## config.mk

```make
export PLATFORM = sky130hd
export DESIGN_NAME = pipe_ctrl
export DESIGN_NICKNAME = d
export VERILOG_FILES = /design/src/rtl/pipe_ctrl_pkg.sv /design/src/rtl/pipe_ctrl_sat_cnt.sv /design/src/rtl/pipe_ctrl.sv
export SDC_FILE = /design/constraint.sdc
export NUM_CORES = 1
export LEC_CHECK = 0
export ABC_CLOCK_PERIOD_IN_PS = 2870
export BUFFER_PORTS_ARGS = -buffer_cell sky130_fd_sc_hd__buf_2
export CELL_PAD_IN_SITES_DETAIL_PLACEMENT = 0
export CELL_PAD_IN_SITES_GLOBAL_PLACEMENT = 1
export CORE_UTILIZATION = 27
export DETAILED_ROUTE_END_ITERATION = 10
export GPL_TIMING_DRIVEN = 0
export PLACE_DENSITY_LB_ADDON = 0.1
export SETUP_SLACK_MARGIN = 0.15
export SLEW_MARGIN = 20
export SYNTH_ARGS = -nofsm -noshare
export SYNTH_HDL_FRONTEND = slang
export SYNTH_SLANG_ARGS = --single-unit
```

## constraint.sdc

```tcl
create_clock -name clk -period 2.87 [get_ports clk]
set_input_delay 0.287 -clock clk [delete_from_list [all_inputs] [get_ports clk]]
set_output_delay 0.287 -clock clk [all_outputs]
set_load 0.005 [all_outputs]
```

## src/rtl/pipe_ctrl_pkg.sv

```systemverilog
// Shared encodings for the pipeline sequencing controller: FSM states,
// the canonical NOP, and hold/flush control levels.
package pipe_ctrl_pkg;

  typedef enum logic [1:0] {
    PCTRL_RUN   = 2'd0,
    PCTRL_FLUSH = 2'd1,
    PCTRL_BUSY  = 2'd2,
    PCTRL_HALT  = 2'd3
  } pctrl_state_t;

  localparam logic [31:0] NOP_INST = 32'h0000_0013;

  localparam logic HOLD_ENABLE   = 1'b1;
  localparam logic HOLD_DISABLE  = 1'b0;
  localparam logic FLUSH_ENABLE  = 1'b1;
  localparam logic FLUSH_DISABLE = 1'b0;

endpackage

```

## src/rtl/pipe_ctrl_sat_cnt.sv

```systemverilog
// Saturating up-counter: increments on inc, sticks at all-ones, clears on rst.
module sat_cnt #(
  parameter int W = 32
) (
  input  logic         clk,
  input  logic         rst,
  input  logic         inc,
  output logic [W-1:0] value
);

  always_ff @(posedge clk or posedge rst) begin
    if (rst) begin
      value <= '0;
    end else if (inc && (value != '1)) begin
      value <= value + W'(1);
    end
  end

endmodule

```

## src/rtl/pipe_ctrl.sv

```systemverilog
// Pipeline sequencing controller for the 5-stage RV32I core: resolves jump,
// multicycle-busy, load-use and debug-halt into hold/flush/redirect controls.
module pipe_ctrl
  import pipe_ctrl_pkg::*;
#(
  parameter int JUMP_FLUSH_CYCLES = 1,
  parameter int CNT_W             = 32
) (
  input  logic             clk,
  input  logic             rst,
  input  logic [4:0]       id_reg1_r_addr_i,
  input  logic [4:0]       id_reg2_r_addr_i,
  input  logic [4:0]       ex_reg_w_addr_i,
  input  logic             ex_mem_r_ena_i,
  input  logic             ex_jump_ena_i,
  input  logic [31:0]      ex_jump_addr_i,
  input  logic             ex_busy_i,
  input  logic             halt_req_i,
  output logic             hold_pc_o,
  output logic             hold_if_id_o,
  output logic             flush_if_id_o,
  output logic             flush_id_ex_o,
  output logic             jump_ena_o,
  output logic [31:0]      jump_addr_o,
  output logic             halt_ack_o,
  output logic [1:0]       state_o,
  output logic [CNT_W-1:0] stall_cnt_o,
  output logic [CNT_W-1:0] flush_cnt_o
);

  localparam logic [1:0]   JFC       = 2'(JUMP_FLUSH_CYCLES);
  localparam pctrl_state_t JUMP_NEXT = (JUMP_FLUSH_CYCLES == 0) ? PCTRL_RUN : PCTRL_FLUSH;

  pctrl_state_t state, state_nxt;
  logic [1:0]   fcnt, fcnt_nxt;
  logic         lu;

  // rd==0 never matches: x0 is never actually written by a load
  assign lu = ex_mem_r_ena_i && (ex_reg_w_addr_i != 5'd0) &&
              ((ex_reg_w_addr_i == id_reg1_r_addr_i) || (ex_reg_w_addr_i == id_reg2_r_addr_i));

  always_ff @(posedge clk or posedge rst) begin
    if (rst) begin
      state <= PCTRL_RUN;
      fcnt  <= 2'd0;
    end else begin
      state <= state_nxt;
      fcnt  <= fcnt_nxt;
    end
  end

  always_comb begin
    state_nxt     = state;
    fcnt_nxt      = fcnt;
    hold_pc_o     = HOLD_DISABLE;
    hold_if_id_o  = HOLD_DISABLE;
    flush_if_id_o = FLUSH_DISABLE;
    flush_id_ex_o = FLUSH_DISABLE;
    jump_ena_o    = 1'b0;
    jump_addr_o   = 32'd0;
    halt_ack_o    = 1'b0;
    if (!rst) begin
      if (state == PCTRL_HALT) begin
        hold_pc_o     = HOLD_ENABLE;
        hold_if_id_o  = HOLD_ENABLE;
        flush_id_ex_o = FLUSH_ENABLE;
        halt_ack_o    = 1'b1;
        if (!halt_req_i) state_nxt = PCTRL_RUN;
      end else if (ex_jump_ena_i) begin
        jump_ena_o    = 1'b1;
        jump_addr_o   = ex_jump_addr_i;
        flush_if_id_o = FLUSH_ENABLE;
        flush_id_ex_o = FLUSH_ENABLE;
        state_nxt     = JUMP_NEXT;
        fcnt_nxt      = JFC;
      end else if (state == PCTRL_FLUSH) begin
        // decode only ever sees a NOP here, so load-use cannot arise
        flush_if_id_o = FLUSH_ENABLE;
        if (ex_busy_i) begin
          hold_pc_o = HOLD_ENABLE;
        end else if (fcnt <= 2'd1) begin
          state_nxt = PCTRL_RUN;
          fcnt_nxt  = 2'd0;
        end else begin
          fcnt_nxt = fcnt - 2'd1;
        end
      end else if (ex_busy_i) begin
        hold_pc_o    = HOLD_ENABLE;
        hold_if_id_o = HOLD_ENABLE;
        state_nxt    = PCTRL_BUSY;
      end else if (lu) begin
        hold_pc_o     = HOLD_ENABLE;
        hold_if_id_o  = HOLD_ENABLE;
        flush_id_ex_o = FLUSH_ENABLE;
        state_nxt     = PCTRL_RUN;
      end else if ((state == PCTRL_RUN) && halt_req_i) begin
        state_nxt = PCTRL_HALT;
      end else begin
        state_nxt = PCTRL_RUN;
      end
    end
  end

  assign state_o = state;

  sat_cnt #(.W(CNT_W)) u_stall_cnt (
    .clk   (clk),
    .rst   (rst),
    .inc   (hold_pc_o),
    .value (stall_cnt_o)
  );

  sat_cnt #(.W(CNT_W)) u_flush_cnt (
    .clk   (clk),
    .rst   (rst),
    .inc   (jump_ena_o),
    .value (flush_cnt_o)
  );

endmodule

```

# --- After elaboration in Yosys (flattened, before gate mapping) ---
# Index checks and enable logic that the tools add are counted.
# W data, S select, Z words.
word_totals:
  register_bits: 68
  inputBits: 53
  output_inout_bits: 104
  elab_cells: 72
op_classes:
  add_sub_neg: 3
  magnitude_cmp: 1
  eq_ne: 10
  n_mux: 41
  n_bitwise: 2
  n_reduce_logical: 11
ops:
  columns: ["op", "count"]
  rows:
  - ["$mux W32", 3]
  - ["$add A32 B1 Y32 const B", 2]
  - ["$ne A32 B32 Y1 const B", 2]
  - ["$mux W2", 13]
  - ["$mux W1", 25]
  - ["$eq A5 B5 Y1", 2]
  - ["$reduce_and A4 Y1", 2]
  - ["$logic_and A1 B1 Y1", 5]
  - ["$reduce_bool A5 Y1", 1]
  - ["$ne A2 B2 Y1 const B", 2]
  - ["$ne A4 B3 Y1 const B", 1]
  - ["$ne A4 B4 Y1 const B", 1]
  - ["$eq A2 B1 Y1 const B", 1]
  - ["$eq A2 B2 Y1 const B", 1]
  - ["$le A2 B1 Y1 const B", 1]
  - ["$logic_not A2 Y1", 1]
  - ["$not A1 Y1", 2]
  - ["$reduce_bool A2 Y1", 1]
  - ["$sub A2 B1 Y2 const B", 1]
  - ["$logic_or A1 B1 Y1", 1]

# --- Logic depth before layout (Yosys ltp) ---
# Gate-level depths: netlist of the first run.
logic_depth:
  word_depth: 10
  ltp_mapped: 8

# --- Hierarchy ---
# Synthesis of the first run repeated with hierarchy kept, for this count alone.
unflattened:
  cells_unflattened: 377
  hier_area_um2: 3801.1
modules_own_cells:
  columns: ["module", "n_inst", "cells_per_inst", "area_per_inst_um2", "seq_area_each_um2"]
  rows:
  - ["sat_cnt", 2, 139, 1561.5, 800.8]
  - ["pipe_ctrl", 1, 99, 678.2, 100.1]

# --- Least setup slack after synthesis of the first run ---
# No wires, ideal clock.
synth_path:
  kind: "input -> register"
  startpoint: "in rst"
  endpoint: "reg u_stall_cnt.value[20]"
  setup_time_ns: 0.124
  arrival_time_ns: 3.184
  setup_slack_ns: -0.438
  path_stages: 8
  path_cell_list: "buf_2 -> inv_1 -> nand3_1 -> a2111oi_0 -> a32o_1 -> buf_6 -> nand4_1 -> xnor2_1"
synth_between:
  elab_chain_len: 2
synth_lines:
  columns: ["item", "line", "source"]
  rows:
  - ["from (decl)", "pipe_ctrl.sv:10", "input logic rst,"]
  - ["$mux W1", "pipe_ctrl.sv:62", "if (!rst) begin"]
  - ["$logic_and A1 B1 Y1", "pipe_ctrl_sat_cnt.sv:14", "end else if (inc && (value != '1)) begin"]
  - ["to (signal assigned)", "pipe_ctrl_sat_cnt.sv:15", "value <= value + W'(1);"]
  - ["to (decl)", "pipe_ctrl_sat_cnt.sv:8", "output logic [W-1:0] value"]
# Every way passes these cells.
# A chain may end at the register's enable or synchronous reset.

# --- Worst setup path after layout of the first run ---
layout_path:
  startpoint: "reg u_flush_cnt.value[20]"
  endpoint: "reg u_flush_cnt.value[1]"
layout_between:
  elab_chain_len: 2
layout_lines:
  columns: ["item", "line"]
  rows:
  - ["from (decl)", "pipe_ctrl_sat_cnt.sv:8"]
  - ["from (signal assigned)", "pipe_ctrl_sat_cnt.sv:15"]
  - ["$ne A32 B32 Y1", "pipe_ctrl_sat_cnt.sv:14"]
  - ["$logic_and A1 B1 Y1", "pipe_ctrl_sat_cnt.sv:14"]
# Every way passes these cells.

==> results.yml, run 1 <==
status:
  status: "complete, no violations"
detailed_routing:
  drt_wl_total_um: 10300
  remaining_drc_errors: 0
  routedWlPerCell_um: 14.1
  vias: 3428
  via_per_inst: 4.68
  drtIter0Drc: 125
  drtAntennaViolNets: 0
  first_pass_iters: 4
clock_tree:
  postCtsHoldBufs: 0
  cts_setup_buffers: 0
  clk_latency_ns: 0.33
  numCtsBuffers: 9
  path_clk_slew_ns: 0.05
  post_cts_resize_count: 0
  cts-root-buf: "clkbuf_16"
  cts_sinks: 68
  h-tree-depth: 3
  cts_tree: "yes"
  clockBufferDepth: 2
critical_path:
  cp-end-kind: "flip-flop"
  cp_max_fo: 8
  path_class: "reg2reg"
  required_ns: 3.08
  crit_arrival_ns: 2.31
  start_kind: "flip-flop"
sta:
  finalCritPeriodShare_pct: 73.4
  worst_slew_pin_slew_ns: 0.437
  hold_ws_ns: 0.0410
  fmax_mhz: 475
  fin_crit_ns: 2.11
  relSlewSlack_pct: 70.9
  finalClockSkew_ns: 0.00670
  final_hold_viol_count: 0
  fin_ws_ns: 0.763
  maxSlewViolCount: 0
  fin_tns_setup_ns: 0
  setup_viol: 0
  rsz0062_at_grt: "false"
cells_and_area:
  diodes: 0
  multi_input_area_um2: 1980
  post-route-util_pct: 38.0
  final_layout_size_suffix_gt1_share_pct: 35.3
  area_delta_synth_final_pct: 35.0
  ff_latch_area_um2: 1700
  layout.nets: 607
  n_fill_cell: 1400
  design_area_um2: 5110
yosys:
  ys_seq_elements: 68
  synthCells: 384
  synthArstFlopShare_pct: 100
  synth_warnings: 0
  syn-num-nets: 439
  synth.distinct_cells: 47
  synth-edff-count: 0
  synth_common_cells: "dfrtp_1, xnor2_1, and3_1"
  ys_seq_area_share_pct: 45.0
  synth_area_leaders: "dfrtp_1, xnor2_1, and3_1"
  yosys.area.top_type_share_pct: 45.0
  synthesis.area_um2: 3780
  synth_top_cell_by_area: "dfrtp_1"
  synth_ff_type: "dfrtp_1"
  synth.avg_cell_area_um2: 9.86
  yosysMostFrequentCell: "dfrtp_1"
floorplan:
  die_h_um: 120
  pin_count: 157
  die_w_um: 120
  fp.dieArea_um2: 14500
  start_util_pct: 28.1
  rows: 42
  core-area_um2: 13500
min_path:
  hold_class: "in2async"
power:
  leakage_uw: 0.00264
  power_density_nw_per_um2: 534
  irDropWorstVdd_uv: 266
global_routing:
  met3_usage_pct: 3.63
  grt_first_pass_wirelength_um: 16900
  gr-total-overflow: 0
  grt_usage_pct: 15.0
  grt_max_degree: 31
  first_global_vias: 3356
  top_usage_layer: "met2"
  antenna_found_initial: 0
  grt.met2_usage_pct: 25.1
  grt_use_met1_pct: 19.0
placed_design:
  routabilityCongestion: 0.787
  port_buffers: 155
  placed_cell_area_um2: 4820
  dp_hpwl_um: 7910
  dpl_worst_slack_ns: 0.653
flow_run:
  max_cap_viol_count: 0
## worst max-delay path, stage by stage (launching register included)
cell and delay (ns):
dfrtp_1 0.44, nand4_2 0.19, nor4_2 0.45, nand3_1 0.21, o21a_1 0.21, buf_2 0.17, mux2_1 0.32
## layer usage
metal  vias to the layer above  wire (µm)
met5                         -          0
li1                       1698          -
met1                      1581       4670
met4                         0        119
met2                       133       4900
met3                        16        644
## sequential cells by signal (all words and copies together) (netlist names)
| register | flops |
|---|---|
| u_stall_cnt.value | 32 |
| state_o | 2 |
| u_flush_cnt.value | 32 |
| fcnt | 2 |
## path summary, 6_finish.rpt
kind | cells past startpoint | end | slack [ns] | startpoint
min in group clk | 3 | state_o[1] | 0.30 | ex_busy_i
worst max-delay path | 6 | u_flush_cnt.value[1] | 0.76 | u_flush_cnt.value[20]
worst min-delay path | 2 | state_o[1] | 0.04 | rst
worst min register to register | 1 | u_stall_cnt.value[21] | 0.48 | u_stall_cnt.value[21]
max in group asynchronous | 4 | u_flush_cnt.value[30] | 2.13 | rst
worst max register to register | 6 | u_flush_cnt.value[1] | 0.76 | u_flush_cnt.value[20]
## placed cells by master (no fill, tap or decap), types with 8 or more instances in the layout
cell	synthesis	final
nor2_1	16	16
xor2_1	11	11
nand2_1	34	34
a21oi_1	8	8
clkbuf_16	0	9
dfrtp_1	68	68
and2_1	9	9
nand3_1	28	28
nor3_1	10	10
clkbuf_1	9	12
xnor2_1	61	61
buf_2	4	159
and3_1	45	45
nand4_1	25	25
## layout make-up
class,count,area share (%)
Clock buffer,13,4.90
Multi-Input combinational cell,294,38.7
Tap cell,176,4.31
Inverter,6,0.514
Buffer,16,1.64
Clock inverter,2,0.686
Sequential cell,68,33.3
Timing Repair Buffer,157,16.0
## where the power goes
part           internal [µW]  total (µW)  switching [µW]
registers               1030        1140             103
clock network            691        1090             395
logic                    241         508             266
## per-stage QoR
step	cells	total power [µW]
global placement	715	1660
finish	732	2730
CTS	732	2790
floorplan	384	1430
global route	732	2900
detailed placement	717	1670
## logic make-up (layout without fill, tap and decap cells)
family	count (synthesis)	count (layout)	share of synthesized area (%)
AOI/OAI and AO/OA	26	26	4.76
xor gates and xnor gates	72	72	16.7
adders and majority gates	2	2	0.661
buffers and inverters	22	194	2.81
DFF	68	68	45.0
muxes	2	2	0.694
and+or+nand+nor	192	192	29.5
Note: power is estimated with default switching activity, not from simulation.
==> run 2: changes to the inputs <==
--- a/config.mk
+++ b/config.mk
@@ -5,7 +5,8 @@
 export SDC_FILE = /design/constraint.sdc
 export NUM_CORES = 1
 export LEC_CHECK = 0
-export ABC_CLOCK_PERIOD_IN_PS = 2870
+export ABC_AREA = 1
+export ABC_CLOCK_PERIOD_IN_PS = 2200
 export BUFFER_PORTS_ARGS = -buffer_cell sky130_fd_sc_hd__buf_2
 export CELL_PAD_IN_SITES_DETAIL_PLACEMENT = 0
 export CELL_PAD_IN_SITES_GLOBAL_PLACEMENT = 1
==> constraint.sdc (replaced) <==
create_clock -name clk -period 2.2 [get_ports clk]
set_input_delay 0.22 -clock clk [delete_from_list [all_inputs] [get_ports clk]]
set_output_delay 0.22 -clock clk [all_outputs]
set_load 0.005 [all_outputs]
==> run 2 against run 1 <==
Net effect:
- critical endpoint is now jump_addr_o[18]
- via count rose by 52%
- sequential share of layout area fell by 6.6 points
- largest power group unchanged
- clock skew rose by 0.00084 ns
- clock power rose by 24%
==> results.yml, run 2 <==
cells_and_area:
  top_regs: "u_flush_cnt.value (32), u_stall_cnt.value (32)"
  final_layout_size_suffix_gt1_share_pct: 22.8
  layout.nets: 984
  diodes: 0
  multi_input_area_um2: 2800
  n_fill_cell: 1948
  ff_latch_area_um2: 1710
  area_delta_synth_final_pct: 30.4
  final_cell_mix: "nand2_1, buf_2, nor2_1, inv_1, dfrtp_1"
  layout_commonest_cell: "nand2_1"
yosys:
  synth_area_leaders: "dfrtp_1, nand2_1, nor2_1"
  synth.avg_cell_area_um2: 6.49
  yosysMostFrequentCell: "nand2_1"
  synth-edff-count: 0
  synthCells: 756
  syn-num-nets: 811
  ys_seq_area_share_pct: 34.7
  synth.distinct_cells: 32
  synth_ff_type: "dfrtp_1"
  synth_warnings: 0
  synth_top_cell_by_area: "dfrtp_1"
  synth_common_cells: "nand2_1, nor2_1, inv_1"
  synthArstFlopShare_pct: 100
  yosys.area.top_type_share_pct: 34.7
  ys_seq_elements: 68
  synthesis.area_um2: 4910
critical_path:
  cp_max_fo: 10
  reg2reg_from: "u_flush_cnt.value[1]"
  cp_cell_sequence: "nand2_2 > inv_1 > nor2_4 > nand2_4 > buf_2 > nor2_1 > buf_2"
  rr_worst_depth: 9
  path_class: "reg2out"
  cp-end-kind: "primary output"
  required_ns: 1.98
  rrSetupSlack_ns: 0.29
  cpMostUsedCell: "buf_2"
  crit_slowest_cell: "dfrtp_2"
  start_kind: "flip-flop"
  crit_arrival_ns: 1.74
  cpPeakStageDelay_ns: 0.45
  r2r_end: "u_flush_cnt.value[31]"
clock_tree:
  cts_tree: "yes"
  h-tree-depth: 3
  clockBufferDepth: 2
  clk_latency_ns: 0.34
  cts_sinks: 68
  path_clk_slew_ns: 0.06
  numCtsBuffers: 9
  cts-root-buf: "clkbuf_16"
sta:
  finalCritPeriodShare_pct: 89.2
  fmax_mhz: 510
  finalClockSkew_ns: 0.00753
  maxSlewViolCount: 0
  fin_crit_ns: 1.96
  rsz0062_at_grt: "true"
  final_hold_viol_count: 0
  hold_ws_ns: 0.0676
  worst_slew_pin_slew_ns: 0.795
  relSlewSlack_pct: 46.8
  setup_viol: 0
detailed_routing:
  wl_met1_um: 8500
  drt_wl_total_um: 16400
  routedWlPerCell_um: 14.2
  highest-signal-layer: "met4"
  wl_met3_um: 881
  drtIter0Drc: 368
  remaining_drc_errors: 0
  via_per_inst: 4.51
  wl_met2_um: 6790
  drtAntennaViolNets: 0
  first_pass_iters: 5
  vias: 5222
floorplan:
  fp.dieArea_um2: 18700
  die_h_um: 137
  die_w_um: 137
  rows: 48
  core-area_um2: 17500
  start_util_pct: 28.0
  pin_count: 157
global_routing:
  grt_first_pass_wirelength_um: 26000
  grt_usage_pct: 18.3
  first_global_vias: 4958
  gr-total-overflow: 0
  antenna_found_initial: 0
  grt_max_degree: 29
power:
  power_density_nw_per_um2: 590
  leakage_uw: 0.00355
  irDropWorstVdd_uv: 307
  total_power_uw: 3780
min_path:
  hold_class: "in2async"
placed_design:
  dp_hpwl_um: 13000
  port_buffers: 156
  routabilityCongestion: 0.854
flow_run:
  max_cap_viol_count: 0
status:
  status: "complete, no violations"
-- run 2: cell types whose count changed in the layout (fill, tap and decap cells not counted), sizes merged, moves of 15 or more --
cell / change
and3: -45
buf: +15
inv: +89
nand2: +239
nand4: +21
nor2: +110
xnor2: -46
xor2: +27
-- run 2: cell families after synthesis --
logic type | synth area share, %
and+or+nand+nor | 43.2
buffers and inverters | 9.77
DFF | 34.7
xor gates and xnor gates | 9.46
AOI/OAI and AO/OA | 2.42
adders and majority gates | 0.510
-- run 2: how the worst max path moves through the flow --
stage / start / to / slack, ns / cells past startpoint
floorplan: rst / u_flush_cnt.value[2] / 0.04 / 8
global placement: rst / jump_addr_o[18] / -1.05 / 6
detailed placement: u_stall_cnt.value[0] / u_stall_cnt.value[27] / -0.09 / 9
CTS: state_o[0] / hold_pc_o / 0.14 / 6
global route: state_o[0] / jump_addr_o[1] / 0.15 / 7
finish: state_o[0] / jump_addr_o[18] / 0.24 / 7
-- run 2: layout make-up --
cell class	instances	share of cell area, %
inverter	95	5.63
buffer	20	2.19
timing repair buffer	162	13.3
clock buffer	14	3.97
tap	225	4.40
multi-input combinational	573	43.7
clock inverter	2	0.156
sequential	68	26.7
-- run 2: power by group --
| part | total, µW | switching, µW | internal [µW] |
|---|---|---|---|
| logic | 882 | 515 | 367 |
| registers | 1550 | 171 | 1380 |
| clock network | 1350 | 555 | 792 |
| total | 3780 | 1240 | 2540 |
-- run 2: metal layers --
metal	track usage, %	up-vias
met4	6.90	0
met2	26.7	175
met1	26.7	2318
li1	-	2709
met5	0	-
met3	3.15	20
-- run 2: worst max-delay path: cells and delay by family (launching register included) --
| kind | cells | cell delay [ns] |
|---|---|---|
| buffers and inverters | 3 | 0.41 |
| DFF | 1 | 0.45 |
| and+or+nand+nor | 4 | 0.55 |
-- run 2: through the flow --
stage | utilization, % | cells | worst slack, ns | setup TNS (ns) | cell area, µm²
global placement | 34.2 | 1137 | -1.05 | -65.53 | 5990
CTS | 36.1 | 1156 | 0.141 | 0 | 6330
floorplan | - | 756 | 0.0424 | 0 | 4930
detailed placement | 34.4 | 1139 | -0.0937 | -1.01 | 6030
global route | 36.5 | 1159 | 0.147 | 0 | 6400
finish | 36.5 | 1159 | 0.239 | 0 | 6400
-- run 2: repair_timing --
| action | 4_1_cts | 5_1_grt |
|---|---|---|
| hold buffers | 1 | 0 |
| buffers inserted | 0 | 3 |
| pin swaps | 0 | 2 |
| gates cloned | 0 | 0 |
| endpoints found under the setup margin | 59 | 94 |
| hold endpoints to repair | 16 | 0 |
| gates resized for setup | 12 | 18 |
==> run 3: changes to the inputs <==
--- a/config.mk
+++ b/config.mk
@@ -13,6 +13,7 @@
 export CORE_UTILIZATION = 27
 export DETAILED_ROUTE_END_ITERATION = 10
 export GPL_TIMING_DRIVEN = 0
+export HOLD_SLACK_MARGIN = 0.08
 export PLACE_DENSITY_LB_ADDON = 0.1
 export SETUP_SLACK_MARGIN = 0.15
 export SLEW_MARGIN = 20
==> run 3 against run 2 <==
Net effect:
- maximum frequency rose by 0.56%
- via count about the same
- first-iteration DRC count shrank 2.4%
- die area is the same
- wire length barely moved
- register-to-register slack about the same
- critical endpoint unchanged
==> results.yml, run 3 (synthesis results as in run 2) <==
cells_and_area:
  layout.nets: 985
  diodes: 0
  final_cell_mix: "nand2_1, buf_2, nor2_1, inv_1, dfrtp_1"
  top_regs: "u_flush_cnt.value (32), u_stall_cnt.value (32)"
  layout_commonest_cell: "nand2_1"
  layout.cells.non_filler: 1160
  design_area_um2: 6410
  area_delta_synth_final_pct: 30.6
  final_layout_size_suffix_gt1_share_pct: 22.6
placed_design:
  routabilityCongestion: 0.854
  place_inst: 1139
  dpl_worst_slack_ns: -0.0937
  port_buffers: 156
  placed_cell_area_um2: 6030
  dp_hpwl_um: 13000
sta:
  fin_tns_setup_ns: 0
  fmax_mhz: 513
  maxSlewViolCount: 0
  fin_ws_ns: 0.250
  final_hold_viol_count: 0
  finalCritPeriodShare_pct: 88.7
  relSlewSlack_pct: 46.5
  fin_crit_ns: 1.95
  rsz0062_at_grt: "false"
  finalClockSkew_ns: 0.00663
  setup_viol: 0
  worst_slew_pin_slew_ns: 0.800
global_routing:
  grt_usage_pct: 18.3
  gr-total-overflow: 0
  first_global_vias: 4965
  grt_max_degree: 29
  antenna_found_initial: 0
  grt_first_pass_wirelength_um: 26000
critical_path:
  cpMostUsedCell: "buf_2"
  cp_max_fo: 10
  cp_cell_sequence: "nand2_2 > inv_1 > nor2_4 > nand2_4 > buf_2 > nor2_1 > buf_2"
  crit_arrival_ns: 1.73
  cp-end-kind: "primary output"
  crit_slowest_cell: "dfrtp_1"
  cpPeakStageDelay_ns: 0.44
  start_kind: "flip-flop"
  crit_buf_inv: 3
  path_class: "reg2out"
  required_ns: 1.98
  worst_path_dominant_cell_family: "simple AND/OR/NAND/NOR gates"
floorplan:
  rows: 48
  pin_count: 157
  core-area_um2: 17500
  die_w_um: 137
  die_h_um: 137
  fp.dieArea_um2: 18700
  start_util_pct: 28.0
power:
  p_sw_share_pct: 32.9
  irDropWorstVdd_uv: 308
  leakage_uw: 0.00356
  p_sw_uw: 1240
  p_clk_share_pct: 35.7
  p_int_uw: 2540
  p_comb_share_pct: 23.4
  pwr-share-seq_pct: 41.0
  power_density_nw_per_um2: 590
clock_tree:
  h-tree-depth: 3
  clockBufferDepth: 2
  cts_sinks: 68
  clk_latency_ns: 0.34
  cts_tree: "yes"
  path_clk_slew_ns: 0.06
  cts-root-buf: "clkbuf_16"
  numCtsBuffers: 9
detailed_routing:
  vias: 5220
  routedWlPerCell_um: 14.2
  drt_wl_total_um: 16500
  drtIter0Drc: 359
  remaining_drc_errors: 0
  first_pass_iters: 5
  via_per_inst: 4.50
  drtAntennaViolNets: 0
status:
  status: "complete, no violations"
flow_run:
  max_cap_viol_count: 0
min_path:
  hold_class: "in2reg"
-- run 3: cell count changes in the layout (fill, tap and decap cells not counted) --
cell / delta
dlygate4sd3_1: +1
dfrtp_2: -2
dfrtp_1: +2
-- run 3: final cells by class --
class,instances,area (µm²)
fill,1949,11100
multi-input combinational,573,2800
sequential,68,1700
timing repair buffer,163,863
inverter,95,360
tap,225,282
clock buffer,14,254
buffer,20,140
clock inverter,2,10.0
-- run 3: what timing repair did --
| action | CTS | global route |
|---|---|---|
| hold endpoints to repair | 16 | 0 |
| hold buffers | 2 | 0 |
| setup buffers | 0 | 3 |
| pin swaps | 0 | 1 |
| gates resized for setup | 12 | 16 |
| endpoints found under the setup margin | 59 | 94 |
-- run 3: power by group through the flow --
stage | clock [µW] | sequential (µW) | combinational, µW
after floorplan | 0 | 1540 | 457
after global placement | 0 | 1580 | 804
after detailed placement | 0 | 1580 | 812
after CTS | 1390 | 1560 | 825
after global routing | 1440 | 1570 | 1010
final | 1350 | 1550 | 883
-- run 3: per-stage QoR --
step                      utilization, %  total power (µW)  hold WS, ns
after floorplan                        -              2000        0.365
after global placement              34.2              2390        0.473
after detailed placement            34.4              2390        0.340
after CTS                           36.1              3780        0.169
after global routing                36.5              4020        0.196
final                               36.5              3780        0.180
-- run 3: final timing paths --
| path | start | to | slack [ns] | cells after the start |
|---|---|---|---|---|
| max reg2reg | u_flush_cnt.value[1] | u_flush_cnt.value[31] | 0.29 | 9 |
| min | ex_jump_ena_i | fcnt[0] | 0.18 | 3 |
| max | state_o[0] | jump_addr_o[18] | 0.25 | 7 |
| min in group asynchronous | rst | u_stall_cnt.value[8] | 0.61 | 4 |
| min reg2reg | fcnt[0] | fcnt[0] | 0.48 | 2 |
| max in group asynchronous | rst | u_flush_cnt.value[10] | 0.39 | 4 |
-- run 3: worst min-delay path, cell delays in order --
cell,delay (ns)
buf_2,0.12
o211ai_1,0.08
nand2_1,0.06
-- run 3: routing by layer --
metal  GRT usage (%)  part of all wire (%)
met5               0                     0
met4            6.90                   1.8
met3            3.11                   5.4
met2            26.7                    41
met1            26.7                    52
